$ cat src/rtl/idex_pipe_reg_if.sv
// ID/EX boundary bundle: decoded ID-stage fields in, EX-stage fields,
// stall request and event counters out.
interface idex_pipe_reg_if #(
    parameter int DATA_W = 32,
    parameter int REG_W  = 5,
    parameter int CNT_W  = 16
);
    logic              valid_i;
    logic              flush_i;
    logic [REG_W-1:0]  IFID_Rs_i;
    logic [REG_W-1:0]  IFID_Rt_i;
    logic [REG_W-1:0]  IFID_Rd_i;
    logic [DATA_W-1:0] RSdata_i;
    logic [DATA_W-1:0] RTdata_i;
    logic [DATA_W-1:0] imm_i;
    logic              RegWrite_i;
    logic              MemRead_i;
    logic              MemWrite_i;
    logic              MemtoReg_i;
    logic              ALUSrc_i;
    logic              RegDst_i;
    logic [1:0]        ALUOp_i;

    logic [REG_W-1:0]  IDEX_Rs_o;
    logic [REG_W-1:0]  IDEX_Rt_o;
    logic [REG_W-1:0]  IDEX_Wr_o;
    logic [DATA_W-1:0] RSdata_o;
    logic [DATA_W-1:0] RTdata_o;
    logic [DATA_W-1:0] imm_o;
    logic              RegWrite_o;
    logic              MemRead_o;
    logic              MemWrite_o;
    logic              MemtoReg_o;
    logic              ALUSrc_o;
    logic [1:0]        ALUOp_o;
    logic              valid_o;
    logic              stall_o;
    logic [CNT_W-1:0]  stall_cnt_o;
    logic [CNT_W-1:0]  flush_cnt_o;

    modport slave (
        input  valid_i, flush_i,
        input  IFID_Rs_i, IFID_Rt_i, IFID_Rd_i,
        input  RSdata_i, RTdata_i, imm_i,
        input  RegWrite_i, MemRead_i, MemWrite_i,
        input  MemtoReg_i, ALUSrc_i, RegDst_i, ALUOp_i,
        output IDEX_Rs_o, IDEX_Rt_o, IDEX_Wr_o,
        output RSdata_o, RTdata_o, imm_o,
        output RegWrite_o, MemRead_o, MemWrite_o,
        output MemtoReg_o, ALUSrc_o, ALUOp_o,
        output valid_o, stall_o,
        output stall_cnt_o, flush_cnt_o
    );

    modport master (
        output valid_i, flush_i,
        output IFID_Rs_i, IFID_Rt_i, IFID_Rd_i,
        output RSdata_i, RTdata_i, imm_i,
        output RegWrite_i, MemRead_i, MemWrite_i,
        output MemtoReg_i, ALUSrc_i, RegDst_i, ALUOp_i,
        input  IDEX_Rs_o, IDEX_Rt_o, IDEX_Wr_o,
        input  RSdata_o, RTdata_o, imm_o,
        input  RegWrite_o, MemRead_o, MemWrite_o,
        input  MemtoReg_o, ALUSrc_o, ALUOp_o,
        input  valid_o, stall_o,
        input  stall_cnt_o, flush_cnt_o
    );
endinterface

$ cat src/rtl/idex_pipe_reg.sv
// ID/EX pipeline register with load-use hazard detection, bubble
// insertion and saturating stall/flush event counters.
module idex_pipe_reg #(
    parameter int DATA_W = 32,
    parameter int REG_W  = 5,
    parameter int CNT_W  = 16
) (
    input logic            clk_i,
    input logic            rst_i,
    idex_pipe_reg_if.slave bus
);
    typedef struct packed {
        logic              valid;
        logic [REG_W-1:0]  rs;
        logic [REG_W-1:0]  rt;
        logic [REG_W-1:0]  wr;
        logic [DATA_W-1:0] rs_data;
        logic [DATA_W-1:0] rt_data;
        logic [DATA_W-1:0] imm;
        logic              reg_write;
        logic              mem_read;
        logic              mem_write;
        logic              mem_to_reg;
        logic              alu_src;
        logic [1:0]        alu_op;
    } ex_t;

    localparam logic [CNT_W-1:0] CNT_ONE = {{(CNT_W-1){1'b0}}, 1'b1};
    localparam logic [CNT_W-1:0] CNT_MAX = '1;

    ex_t              ex_q;
    ex_t              ex_d;
    logic             hazard;
    logic             stall;
    logic             bubble;
    logic             flush_evt;
    logic [CNT_W-1:0] stall_cnt_q;
    logic [CNT_W-1:0] flush_cnt_q;

    // Loads targeting $0 never create a dependency.
    always_comb begin
        hazard = ex_q.valid & ex_q.mem_read
               & (ex_q.wr != '0) & bus.valid_i
               & ((ex_q.wr == bus.IFID_Rs_i)
                | (ex_q.wr == bus.IFID_Rt_i));
        stall     = hazard & ~bus.flush_i;
        bubble    = bus.flush_i | hazard | ~bus.valid_i;
        flush_evt = bus.flush_i & bus.valid_i;
    end

    always_comb begin
        ex_d = '0;
        if (!bubble) begin
            ex_d.valid      = 1'b1;
            ex_d.rs         = bus.IFID_Rs_i;
            ex_d.rt         = bus.IFID_Rt_i;
            ex_d.wr         = bus.RegDst_i ? bus.IFID_Rd_i
                                           : bus.IFID_Rt_i;
            ex_d.rs_data    = bus.RSdata_i;
            ex_d.rt_data    = bus.RTdata_i;
            ex_d.imm        = bus.imm_i;
            ex_d.reg_write  = bus.RegWrite_i;
            ex_d.mem_read   = bus.MemRead_i;
            ex_d.mem_write  = bus.MemWrite_i;
            ex_d.mem_to_reg = bus.MemtoReg_i;
            ex_d.alu_src    = bus.ALUSrc_i;
            ex_d.alu_op     = bus.ALUOp_i;
        end
    end

    always_ff @(posedge clk_i) begin
        if (rst_i) begin
            ex_q <= '0;
        end else begin
            ex_q <= ex_d;
        end
    end

    always_ff @(posedge clk_i) begin
        if (rst_i) begin
            stall_cnt_q <= '0;
            flush_cnt_q <= '0;
        end else begin
            if (stall && stall_cnt_q != CNT_MAX) begin
                stall_cnt_q <= stall_cnt_q + CNT_ONE;
            end
            if (flush_evt && flush_cnt_q != CNT_MAX) begin
                flush_cnt_q <= flush_cnt_q + CNT_ONE;
            end
        end
    end

    assign bus.IDEX_Rs_o   = ex_q.rs;
    assign bus.IDEX_Rt_o   = ex_q.rt;
    assign bus.IDEX_Wr_o   = ex_q.wr;
    assign bus.RSdata_o    = ex_q.rs_data;
    assign bus.RTdata_o    = ex_q.rt_data;
    assign bus.imm_o       = ex_q.imm;
    assign bus.RegWrite_o  = ex_q.reg_write;
    assign bus.MemRead_o   = ex_q.mem_read;
    assign bus.MemWrite_o  = ex_q.mem_write;
    assign bus.MemtoReg_o  = ex_q.mem_to_reg;
    assign bus.ALUSrc_o    = ex_q.alu_src;
    assign bus.ALUOp_o     = ex_q.alu_op;
    assign bus.valid_o     = ex_q.valid;
    assign bus.stall_o     = stall;
    assign bus.stall_cnt_o = stall_cnt_q;
    assign bus.flush_cnt_o = flush_cnt_q;
endmodule

$ cat src/flat_wrapper.sv
// flat-port wrapper written by rule: the top's interface ports become plain ports
module idex_pipe_reg_flat 
#(
    parameter int DATA_W = 32,
    parameter int REG_W  = 5,
    parameter int CNT_W  = 16
)
  (clk_i, rst_i, bus_valid_i, bus_flush_i, bus_IFID_Rs_i, bus_IFID_Rt_i, bus_IFID_Rd_i, bus_RSdata_i, bus_RTdata_i, bus_imm_i, bus_RegWrite_i, bus_MemRead_i, bus_MemWrite_i, bus_MemtoReg_i, bus_ALUSrc_i, bus_RegDst_i, bus_ALUOp_i, bus_IDEX_Rs_o, bus_IDEX_Rt_o, bus_IDEX_Wr_o, bus_RSdata_o, bus_RTdata_o, bus_imm_o, bus_RegWrite_o, bus_MemRead_o, bus_MemWrite_o, bus_MemtoReg_o, bus_ALUSrc_o, bus_ALUOp_o, bus_valid_o, bus_stall_o, bus_stall_cnt_o, bus_flush_cnt_o);
  idex_pipe_reg_if #(.DATA_W(DATA_W), .REG_W(REG_W), .CNT_W(CNT_W)) bus_i ();
  input logic clk_i;
  input logic rst_i;
  input wire logic [$bits(bus_i.valid_i)-1:0] bus_valid_i;
  input wire logic [$bits(bus_i.flush_i)-1:0] bus_flush_i;
  input wire logic [$bits(bus_i.IFID_Rs_i)-1:0] bus_IFID_Rs_i;
  input wire logic [$bits(bus_i.IFID_Rt_i)-1:0] bus_IFID_Rt_i;
  input wire logic [$bits(bus_i.IFID_Rd_i)-1:0] bus_IFID_Rd_i;
  input wire logic [$bits(bus_i.RSdata_i)-1:0] bus_RSdata_i;
  input wire logic [$bits(bus_i.RTdata_i)-1:0] bus_RTdata_i;
  input wire logic [$bits(bus_i.imm_i)-1:0] bus_imm_i;
  input wire logic [$bits(bus_i.RegWrite_i)-1:0] bus_RegWrite_i;
  input wire logic [$bits(bus_i.MemRead_i)-1:0] bus_MemRead_i;
  input wire logic [$bits(bus_i.MemWrite_i)-1:0] bus_MemWrite_i;
  input wire logic [$bits(bus_i.MemtoReg_i)-1:0] bus_MemtoReg_i;
  input wire logic [$bits(bus_i.ALUSrc_i)-1:0] bus_ALUSrc_i;
  input wire logic [$bits(bus_i.RegDst_i)-1:0] bus_RegDst_i;
  input wire logic [$bits(bus_i.ALUOp_i)-1:0] bus_ALUOp_i;
  output wire logic [$bits(bus_i.IDEX_Rs_o)-1:0] bus_IDEX_Rs_o;
  output wire logic [$bits(bus_i.IDEX_Rt_o)-1:0] bus_IDEX_Rt_o;
  output wire logic [$bits(bus_i.IDEX_Wr_o)-1:0] bus_IDEX_Wr_o;
  output wire logic [$bits(bus_i.RSdata_o)-1:0] bus_RSdata_o;
  output wire logic [$bits(bus_i.RTdata_o)-1:0] bus_RTdata_o;
  output wire logic [$bits(bus_i.imm_o)-1:0] bus_imm_o;
  output wire logic [$bits(bus_i.RegWrite_o)-1:0] bus_RegWrite_o;
  output wire logic [$bits(bus_i.MemRead_o)-1:0] bus_MemRead_o;
  output wire logic [$bits(bus_i.MemWrite_o)-1:0] bus_MemWrite_o;
  output wire logic [$bits(bus_i.MemtoReg_o)-1:0] bus_MemtoReg_o;
  output wire logic [$bits(bus_i.ALUSrc_o)-1:0] bus_ALUSrc_o;
  output wire logic [$bits(bus_i.ALUOp_o)-1:0] bus_ALUOp_o;
  output wire logic [$bits(bus_i.valid_o)-1:0] bus_valid_o;
  output wire logic [$bits(bus_i.stall_o)-1:0] bus_stall_o;
  output wire logic [$bits(bus_i.stall_cnt_o)-1:0] bus_stall_cnt_o;
  output wire logic [$bits(bus_i.flush_cnt_o)-1:0] bus_flush_cnt_o;
  assign bus_i.valid_i = bus_valid_i;
  assign bus_i.flush_i = bus_flush_i;
  assign bus_i.IFID_Rs_i = bus_IFID_Rs_i;
  assign bus_i.IFID_Rt_i = bus_IFID_Rt_i;
  assign bus_i.IFID_Rd_i = bus_IFID_Rd_i;
  assign bus_i.RSdata_i = bus_RSdata_i;
  assign bus_i.RTdata_i = bus_RTdata_i;
  assign bus_i.imm_i = bus_imm_i;
  assign bus_i.RegWrite_i = bus_RegWrite_i;
  assign bus_i.MemRead_i = bus_MemRead_i;
  assign bus_i.MemWrite_i = bus_MemWrite_i;
  assign bus_i.MemtoReg_i = bus_MemtoReg_i;
  assign bus_i.ALUSrc_i = bus_ALUSrc_i;
  assign bus_i.RegDst_i = bus_RegDst_i;
  assign bus_i.ALUOp_i = bus_ALUOp_i;
  assign bus_IDEX_Rs_o = bus_i.IDEX_Rs_o;
  assign bus_IDEX_Rt_o = bus_i.IDEX_Rt_o;
  assign bus_IDEX_Wr_o = bus_i.IDEX_Wr_o;
  assign bus_RSdata_o = bus_i.RSdata_o;
  assign bus_RTdata_o = bus_i.RTdata_o;
  assign bus_imm_o = bus_i.imm_o;
  assign bus_RegWrite_o = bus_i.RegWrite_o;
  assign bus_MemRead_o = bus_i.MemRead_o;
  assign bus_MemWrite_o = bus_i.MemWrite_o;
  assign bus_MemtoReg_o = bus_i.MemtoReg_o;
  assign bus_ALUSrc_o = bus_i.ALUSrc_o;
  assign bus_ALUOp_o = bus_i.ALUOp_o;
  assign bus_valid_o = bus_i.valid_o;
  assign bus_stall_o = bus_i.stall_o;
  assign bus_stall_cnt_o = bus_i.stall_cnt_o;
  assign bus_flush_cnt_o = bus_i.flush_cnt_o;
  idex_pipe_reg #(.DATA_W(DATA_W), .REG_W(REG_W), .CNT_W(CNT_W)) u_core (.clk_i(clk_i), .rst_i(rst_i), .bus(bus_i));
endmodule
$ cat config.mk
export PLATFORM = sky130hd
export DESIGN_NAME = idex_pipe_reg_flat
export DESIGN_NICKNAME = d
export VERILOG_FILES = /design/src/rtl/idex_pipe_reg_if.sv /design/src/rtl/idex_pipe_reg.sv /design/src/flat_wrapper.sv
export SDC_FILE = /design/constraint.sdc
export NUM_CORES = 1
export LEC_CHECK = 0
export ABC_AREA = 1
export ABC_CLOCK_PERIOD_IN_PS = 3700
export CAP_MARGIN = 20
export CORE_ASPECT_RATIO = 0.6
export CORE_MARGIN = 5
export CORE_UTILIZATION = 28
export CTS_CLUSTER_DIAMETER = 120
export DETAILED_ROUTE_END_ITERATION = 7
export PLACE_DENSITY = 0.72
export SETUP_SLACK_MARGIN = 0.1
export SYNTH_ARGS = -nofsm -noshare
export SYNTH_HDL_FRONTEND = slang
export SYNTH_SLANG_ARGS = --single-unit
$ cat constraint.sdc
create_clock -name clk_i -period 3.7 [get_ports clk_i]
set_clock_uncertainty 0.05 [all_clocks]
set_input_delay 0.74 -clock clk_i [delete_from_list [all_inputs] [get_ports clk_i]]
set_output_delay 0.74 -clock clk_i [all_outputs]
set_load 0.005 [all_outputs]
==> results of run 1 <==
==> cells in the final DEF, fill, tap and decap left out <==
cell type / n
buf_12: 1
dfxtp_1: 151
o21ai_2: 1
nand3b_1: 1
xnor2_1: 4
and3_1: 1
nand4_1: 6
inv_1: 155
nand2_1: 99
clkbuf_1: 2
nor3_2: 1
xor2_1: 4
clkinv_4: 1
clkinv_2: 3
bufinv_16: 2
nor4_1: 1
nor2_1: 187
clkbuf_8: 3
a21boi_0: 1
nand3_2: 1
nor2_4: 1
clkbuf_16: 17
nand2_4: 1
buf_4: 4
ha_1: 2
nor3b_1: 1
nand3_1: 18
clkinvlp_4: 2
nand3_4: 1
nand4_2: 1
nor2_2: 2
clkinv_1: 1
nor3_1: 9
o21ai_0: 11
a21oi_1: 18
or2_2: 1
inv_2: 2
clkdlybuf4s50_1: 274
==> state kept, by name (all words and copies together) (netlist names) <==
signal,cells
u_core.bus.stall_cnt_o,16
u_core.bus.ALUOp_o,2
u_core.bus.RegWrite_o,1
u_core.bus.RSdata_o,32
u_core.bus.flush_cnt_o,16
u_core.bus.IDEX_Wr_o,5
u_core.bus.IDEX_Rs_o,5
u_core.bus.imm_o,32
u_core.bus.ALUSrc_o,1
u_core.bus.MemWrite_o,1
u_core.bus.valid_o,1
u_core.bus.MemRead_o,1
u_core.bus.IDEX_Rt_o,5
u_core.bus.RTdata_o,32
u_core.bus.MemtoReg_o,1
==> layout make-up <==
cell class | count | area (um^2) | area share, %
tap | 246 | 308 | 3.45
inverter | 158 | 593 | 6.66
clock buffer | 22 | 474 | 5.32
multi-input combinational | 373 | 1620 | 18.2
timing repair buffer | 279 | 2790 | 31.3
clock inverter | 8 | 98.8 | 1.11
sequential | 151 | 3020 | 33.9
==> synthesized netlist by cell type <==
cell type,number
and3_1,1
nand2_4,1
nand4_2,1
ha_1,2
inv_1,155
nor3b_1,1
nand2_1,99
inv_2,2
o21ai_0,11
nand3_2,1
nand4_1,6
nor2_2,2
nor4_1,1
clkinv_1,1
xnor2_1,4
xor2_1,4
nand3_1,19
buf_1,1
clkbuf_1,1
buf_6,13
nor3_2,1
nor3_1,9
a21boi_0,1
buf_4,3
nor2_1,187
nor2_4,1
o21ai_2,1
or2_2,1
nand3b_1,1
dfxtp_1,151
a21oi_1,18
buf_2,1
==> worst max-delay path by stage <==
stage,startpoint,endpoint,slack [ns]
after floorplan,bus_IFID_Rt_i[4],bus_stall_o,1.49
after global placement,bus_IFID_Rt_i[1],bus_stall_o,0.30
after detailed placement,bus_IFID_Rt_i[4],bus_stall_o,0.28
after CTS,bus_IFID_Rt_i[4],bus_stall_o,0.27
after global routing,bus_IFID_Rt_i[4],bus_stall_o,0.13
final,bus_IFID_Rt_i[4],bus_stall_o,0.26
==> metrics by stage <==
| stage | power (uW) | std cells | hold WS (ns) | cell area, um^2 | worst slack, ns |
|---|---|---|---|---|---|
| global placement | 2030 | 1207 | 0.428 | 8340 | 0.305 |
| floorplan | 1800 | 701 | 0.424 | 5410 | 1.49 |
| CTS | 3740 | 1237 | 0.446 | 8910 | 0.268 |
| global route | 3850 | 1237 | 0.479 | 8910 | 0.130 |
| detailed placement | 2030 | 1207 | 0.429 | 8340 | 0.281 |
| finish | 3680 | 1237 | 0.448 | 8910 | 0.262 |
==> tightest hold or removal path: cells and delay by family, from the launching register on <==
| kind | cells | cell delay [ns] |
|---|---|---|
| flip-flops | 1 | 0.34 |
| buffers and inverters | 1 | 0.06 |
| AO/OA/AOI/OAI | 1 | 0.05 |
==> power by group <==
group	leakage, uW	total [uW]	switching [uW]	internal, uW
Combinational	0.00247	314	114	200
Clock	0.000278	1690	655	1040
Sequential	0.00123	1680	12.8	1660
==> metal layers <==
layer / vias to the layer above / share of wire [%]
met5: - / 0
met2: 208 / 44
met1: 2209 / 42
met4: 0 / 1.1
li1: 2592 / -
met3: 12 / 13
==> kinds of logic (layout without fill, tap and decap cells) <==
kind of cell    after synthesis  count (layout)  share of synthesized area [%]
buf+inv                     177             467                           14.3
xor+xnor                      8               8                           1.30
fa+ha+maj                     2               2                          0.463
flops                       151             151                           55.9
compound gates               31              31                           2.99
simple gates                332             332                           25.0
==> impl_results.md, run 1 <==
- Reg2reg path depth: 10
- Vias in the first global route: 4,853
- Synthesis-to-finish area growth: 64.8%
- Global Route met2 Usage: between 20% and 30%
- Biggest area consumer among synthesized cells: dfxtp_1
- Internal reg-to-reg setup slack: about 1.5 ns
- Nets: around 1,100
- CP Data Required Time: around 2.9 ns
- Post-layout util: a little under half
- Global-route met1 utilization: around 18%
- First-pass GRT wire length: ~26,000 um
- Global route overflow: 0
- Setup_tns: 0 ns
- Worst min path class: reg -> reg
- Top cells by area, synth: dfxtp_1, nor2_1, inv_1
- Clk Latency, worst-skew pair: roughly 0.42 ns
- Fin crit share: ~93%
- Synth cell types: 32
- Post-CTS Setup Inserts: 0
- Crit path DAT: around 2.7 ns
- Starting Density: between 20 and 30%
- CP delay by family, top: buffers and inverters
- Pwr Density: approximately 410 nW/um^2
- Row cnt: 39
- Post-Syn Nets: 826
- Clk root buf: clkbuf_16
- N_diodes: 0
- DR vias: between 5,000 and 6,000
- H-tree depth: 4
- VDD IR max: ~0.27 mV
- Top cell type's share of synthesized area: between 50 and 60%
- Clock-pin slew on the worst setup and hold paths: approximately 0.060 ns
- Hold Crit Start: u_core.bus.flush_cnt_o[2]
- Post-CTS sizing: 0
- Slowest-stage cell, CP: clkdlybuf4s50_1
- Reg2reg end: u_core.bus.RSdata_o[10]
- Vias/cell: 4.06
- Max-cap violations: 0
- Crit path buf inv count: 4
- Layout cells sized above 1: under 10%
- Max incr delay on CP: 0.53 ns
- Hpwl dp: around 13,000 um
- Clock sink count: roughly 150
- Cts hold-fix bufs: 0
- Cells after synthesis: 701
- Max FO, Critical Path: 4
- Ys Warns: 0
- Outcome: completed
- Drt total wl: 16,900 um
- Crit. path cell count: 10
- Max Transition Viols Final: 0
- Leakage: 0.00397 uW
- Worst Max-Slew Pin Slew: 0.615 ns
- CTS tree: done
- Filler cells: roughly 1,800
- Initial antenna violation count: 0
- Final hold vios: 0
- Startpoint types: input pin
- Mapped cell area: around 5400 um^2
- Number of synthesized register bits: approximately 150
- Pre-antenna DRT Iters: 5
- Min Tclk post-route: 3.44 ns
- CTS max path bufs: 2
- Cell repeated most along the worst path: nand2_1
- Core area: about 19,000 um^2
- Total GRT Usage: ~15%
- Wire length per cell: around 14 um
- TritonCTS Buffers: 17
- Final setup fails: 0
- Slew headroom: between 50% and 60%
- Largest net degree at the start of global routing: 55
- Chip height: 118 um
- Sequential share of the synthesized area: between 50% and 60%
- Initial DRC Count: roughly 230
- Io pins: approximately 280
- Critical path type: in -> out
- Number of port buffers: 274
- CP Capture Type: primary output
- Peak Freq: about 290 MHz
- Unrepaired setup endpoints after global routing: no
- Global Route met3 Usage: under 10%
- Syn Area/Cell: slightly below 8 um^2
- RePlAce Congestion: about 0.84
- Antenna-violating nets left: 0
- DIE AREA: around 22,000 um^2
- GRT Max-Usage Layer: met2
- Hold path depth: 2
- Worst r2r src: u_core.bus.IDEX_Wr_o[4]
- Die W: approximately 190 um
- Crit-path cells: clkdlybuf4s50_1, inv_1, nand2_1, nand2_1, nor2_1, nand3_1, nand2_1, nand3_2, inv_1, clkdlybuf4s50_1
- Post-route DRC: 0
- Hold EP: u_core.bus.flush_cnt_o[2]
Note: power is estimated with default switching activity, not from simulation.
==> run 2: changes to the inputs <==
--- a/config.mk
+++ b/config.mk
@@ -5,7 +5,7 @@
 export SDC_FILE = /design/constraint.sdc
 export NUM_CORES = 1
 export LEC_CHECK = 0
-export ABC_AREA = 1
+export ABC_AREA = 0
 export ABC_CLOCK_PERIOD_IN_PS = 3700
 export CAP_MARGIN = 20
 export CORE_ASPECT_RATIO = 0.6
@@ -13,7 +13,7 @@
 export CORE_UTILIZATION = 28
 export CTS_CLUSTER_DIAMETER = 120
 export DETAILED_ROUTE_END_ITERATION = 7
-export PLACE_DENSITY = 0.72
+export PLACE_DENSITY = 0.73
 export SETUP_SLACK_MARGIN = 0.1
 export SYNTH_ARGS = -nofsm -noshare
 export SYNTH_HDL_FRONTEND = slang
==> constraint.sdc (replaced) <==
create_clock -name clk_i -period 3.7 [get_ports clk_i]
set_clock_uncertainty 0.05 [all_clocks]
set_input_delay 1.11 -clock clk_i [delete_from_list [all_inputs] [get_ports clk_i]]
set_output_delay 1.11 -clock clk_i [all_outputs]
set_load 0.005 [all_outputs]
==> impl_results.md, run 2 <==
- Outcome: completed
- CP Capture Type: primary output
- Fin crit share: 92.6% (-0.27 points)
- Clock sink count: 151 (unchanged)
- EDFF count, synth: 0 (unchanged)
- Clk Latency, worst-skew pair: 0.42 ns (about the same)
- Crit-path cells: dlygate4sd2_1, xor2_1, nor3_2, a22oi_2, nor3_2, dlygate4sd2_1
- Most common cell after layout, fill and taps aside: clkdlybuf4s50_1
- Peak Freq: 292 MHz (+0.29%)
- Post-route cell area: 8750 um^2 (-1.9%)
- DR vias: 4,364 (-13%)
- Min Tclk post-route: 3.43 ns (-0.0101 ns)
- Final setup fails: 0 (unchanged)
- Post-Syn Nets: 608 (-26%)
- Initial antenna violation count: 0 (unchanged)
- Mapped cell area: 5180 um^2 (-4.2%)
- Antenna-violating nets left: 0 (unchanged)
- Max incr delay on CP: 0.27 ns (-0.26 ns)
- Global route overflow: 0 (unchanged)
- Io pins: 275 (unchanged)
- Wire length per cell: 15.0 um (+9.9%)
- Simple-gate share of the synthesized area: 26.6% (+1.6 points)
- Crit path buf inv count: 2 (-2)
- Synth Area in XOR/XNOR: 3.72% (+2.4 points)
- Row cnt: 38 (-2.6%)
- Fraction of registers with async set or reset after synthesis: 0% (unchanged)
- Clock-pin slew on the worst setup and hold paths: 0.06 ns (about the same)
- Pre-CTS WS: -0.319 ns (-0.600 ns)
- CP delay by family, top: buffers and inverters
- H-tree depth: 4 (unchanged)
- Number of synthesized register bits: 151 (unchanged)
- Post-synthesis compound-gate area fraction: 5.58% (+2.6 points)
- Max FO, Critical Path: 3 (-1)
- Initial DRC Count: 256 (+9.4%)
- Leakage: 0.00331 uW (-17%)
- Starting Density: 28.6% (+0.11 points)
- RePlAce Congestion: 0.812 (-3.6%)
- Vias in the first global route: 4,253 (-12%)
- Biggest area consumer among synthesized cells: dfxtp_1
- Core area: 18,100 um^2 (-4.6%)
- Max-cap violations: 0 (unchanged)
- Final hold vios: 0 (unchanged)
- Fin cells: 1,013 (-18%)
- Pwr Density: 423 nW/um^2 (+2.3%)
- Sequential share of the synthesized area: 58.4% (+2.5 points)
- Drt total wl: 15,200 um (-10%)
- Most common cell in the netlist: dfxtp_1
- Synth cell types: 48 (+50%)
- TritonCTS Buffers: 17 (unchanged)
- Synthesis-to-finish area growth: 68.9%
- Worst r2r src: u_core.bus.IDEX_Wr_o[0]
- Hpwl dp: 11,600 um (-12%)
- Internal reg-to-reg setup slack: 1.30 ns (-0.15 ns)
- Nets: 885 (-20%)
- N_diodes: 0 (unchanged)
- Global Route met3 Usage: 7.84% (-0.61 points)
- VDD IR max: 0.327 mV (+20%)
- Slew headroom: 54.8% (-4.1 points)
- Syn Area/Cell: 10.7 um^2 (+39%)
- Layout cells sized above 1: 6.60% (+2.1 points)
- Top cell type's share of synthesized area: 58.4% (+2.5 points)
- Global Route met2 Usage: 19.2% (-4.2 points)
- Reg2reg end: u_core.bus.IDEX_Rt_o[3]
- Top cells by area, synth: dfxtp_1, and2_1, xor2_1
- Reg2reg path depth: 8 (-2)
- Ys Warns: 0 (unchanged)
- Adder-cell share of the synthesized area: 0.483% (+0.020 points)
- Post-synth top cells: dfxtp_1, and2_1, nor2_1
- Cell Area, Placed: 8150 um^2 (-2.3%)
- Worst min path class: reg -> reg
- Hold Crit Start: u_core.bus.stall_cnt_o[12]
- Critical path type: in -> out
- Worst Max-Slew Pin Slew: 0.672 ns (+0.0566 ns)
- Clk root buf: clkbuf_16
- Crit path DAT: 2.27 ns (-0.38 ns)
- DIE AREA: 21,400 um^2 (-3.9%)
- Vias/cell: 4.31 (+6.1%)
- Largest net degree at the start of global routing: 48 (-13%)
- Post-route DRC: 0 (unchanged)
- Number of port buffers: 274 (unchanged)
- CP Data Required Time: 2.54 ns (-0.37 ns)
- Cts hold-fix bufs: 0 (unchanged)
- Startpoint types: input pin
- Hold path depth: 2 (unchanged)
- Post-synth top flop: dfxtp_1
- Global-route met1 utilization: 17.3% (-0.71 points)
- Unrepaired setup endpoints after global routing: no
- Cells after synthesis: 483 (-31%)
- Total GRT Usage: 13.7% (-1.4 points)
- Post-layout util: 48.3% (+1.3 points)
- Max Transition Viols Final: 0 (unchanged)
- CTS max path bufs: 2 (unchanged)
- Chip height: 115 um (-1.9%)
- Final worst slack: 0.272 ns (+0.0101 ns)
- Mux cell area share after synthesis: 1.79% (+1.8 points)
- Setup_tns: 0 ns (unchanged)
- Leading cell types in the layout, fill and taps excluded: clkdlybuf4s50_1, dfxtp_1, and2_1, nor2_1, clkbuf_16
- Pre-antenna DRT Iters: 4 (-1)
- Slowest-stage cell, CP: dlygate4sd2_1
- GRT Max-Usage Layer: met2
- Placed insts: 980 (-19%)
- First-pass GRT wire length: 22,600 um (-13%)
- CTS tree: done
- Die W: 186 um (-2.0%)
- Hold EP: u_core.bus.stall_cnt_o[12]
- Largest family of logic cells by synthesized area: simple AND/OR/NAND/NOR gates
==> run 2: cell types whose count changed in the layout (fill, tap and decap cells not counted), sizes merged, moves of 13 or more <==
cell / previous run / this run
nor2: 190 / 24
inv: 157 / 6
nand2: 100 / 17
and2: 0 / 117
or4: 0 / 13
==> run 2: layer usage <==
layer	wire, um	vias to the layer above	share of wire [%]
li1	-	2175	-
met1	6510	1994	43
met2	6430	175	42
met3	1960	20	13
met4	273	0	1.8
met5	0	-	0
==> run 2: worst max-delay path by stage <==
stage | from | end | slack (ns) | cells past startpoint
global route | bus_IFID_Rt_i[0] | bus_stall_o | 0.18 | 6
finish | bus_IFID_Rt_i[0] | bus_stall_o | 0.27 | 6
floorplan | bus_IFID_Rs_i[1] | bus_stall_o | 0.43 | 6
global placement | bus_IFID_Rt_i[0] | bus_stall_o | -0.27 | 6
CTS | bus_IFID_Rt_i[0] | bus_stall_o | 0.28 | 6
detailed placement | bus_IFID_Rt_i[0] | bus_stall_o | -0.32 | 6
==> run 2: timing repair <==
action	CTS	global route
resized for setup	12	0
endpoints found under the setup margin	1	0
setup buffers	1	0
==> run 2: final cells by class <==
| class | count | area (um^2) |
|---|---|---|
| clock buffers | 26 | 509 |
| clock inverters | 6 | 87.6 |
| fillers | 1624 | 9370 |
| inverters | 5 | 18.8 |
| multi-input cells | 302 | 1990 |
| flip-flops and latches | 151 | 3020 |
| well taps | 240 | 300 |
| repair buffers | 283 | 2820 |
==> run 2: worst reg2reg max path, cell delays in order (launching register included) <==
cell,delay (ns)
dfxtp_1,0.50
xor2_1,0.23
nor3_2,0.07
a22oi_2,0.29
buf_4,0.19
buf_4,0.27
o21a_2,0.27
buf_4,0.28
and2_1,0.20
==> run 2: through the flow <==
stage                     hold slack [ns]  total power, uW
after floorplan                     0.427             1780
after global placement              0.439             2000
after detailed placement            0.450             2000
after CTS                           0.459             3760
after global routing                0.487             3850
final                               0.457             3700
==> run 2: logic make-up after synthesis <==
logic type | after synthesis
simple gates | 228
flops | 151
compound gates | 41
buf+inv | 30
xor+xnor | 22
mux | 9
fa+ha+maj | 2
==> run 2: power breakdown <==
part / internal, uW / switching [uW]
Clock: 1090 / 650
Combinational: 201 / 83.7
Sequential: 1660 / 13.9
==> run 3: changes to the inputs <==
--- a/config.mk
+++ b/config.mk
@@ -15,6 +15,7 @@
 export DETAILED_ROUTE_END_ITERATION = 7
 export PLACE_DENSITY = 0.73
 export SETUP_SLACK_MARGIN = 0.1
+export SLEW_MARGIN = 20
 export SYNTH_ARGS = -nofsm -noshare
 export SYNTH_HDL_FRONTEND = slang
 export SYNTH_SLANG_ARGS = --single-unit
==> results of run 3 <==
Final layout, timing and power as in run 2 (identical DEF).
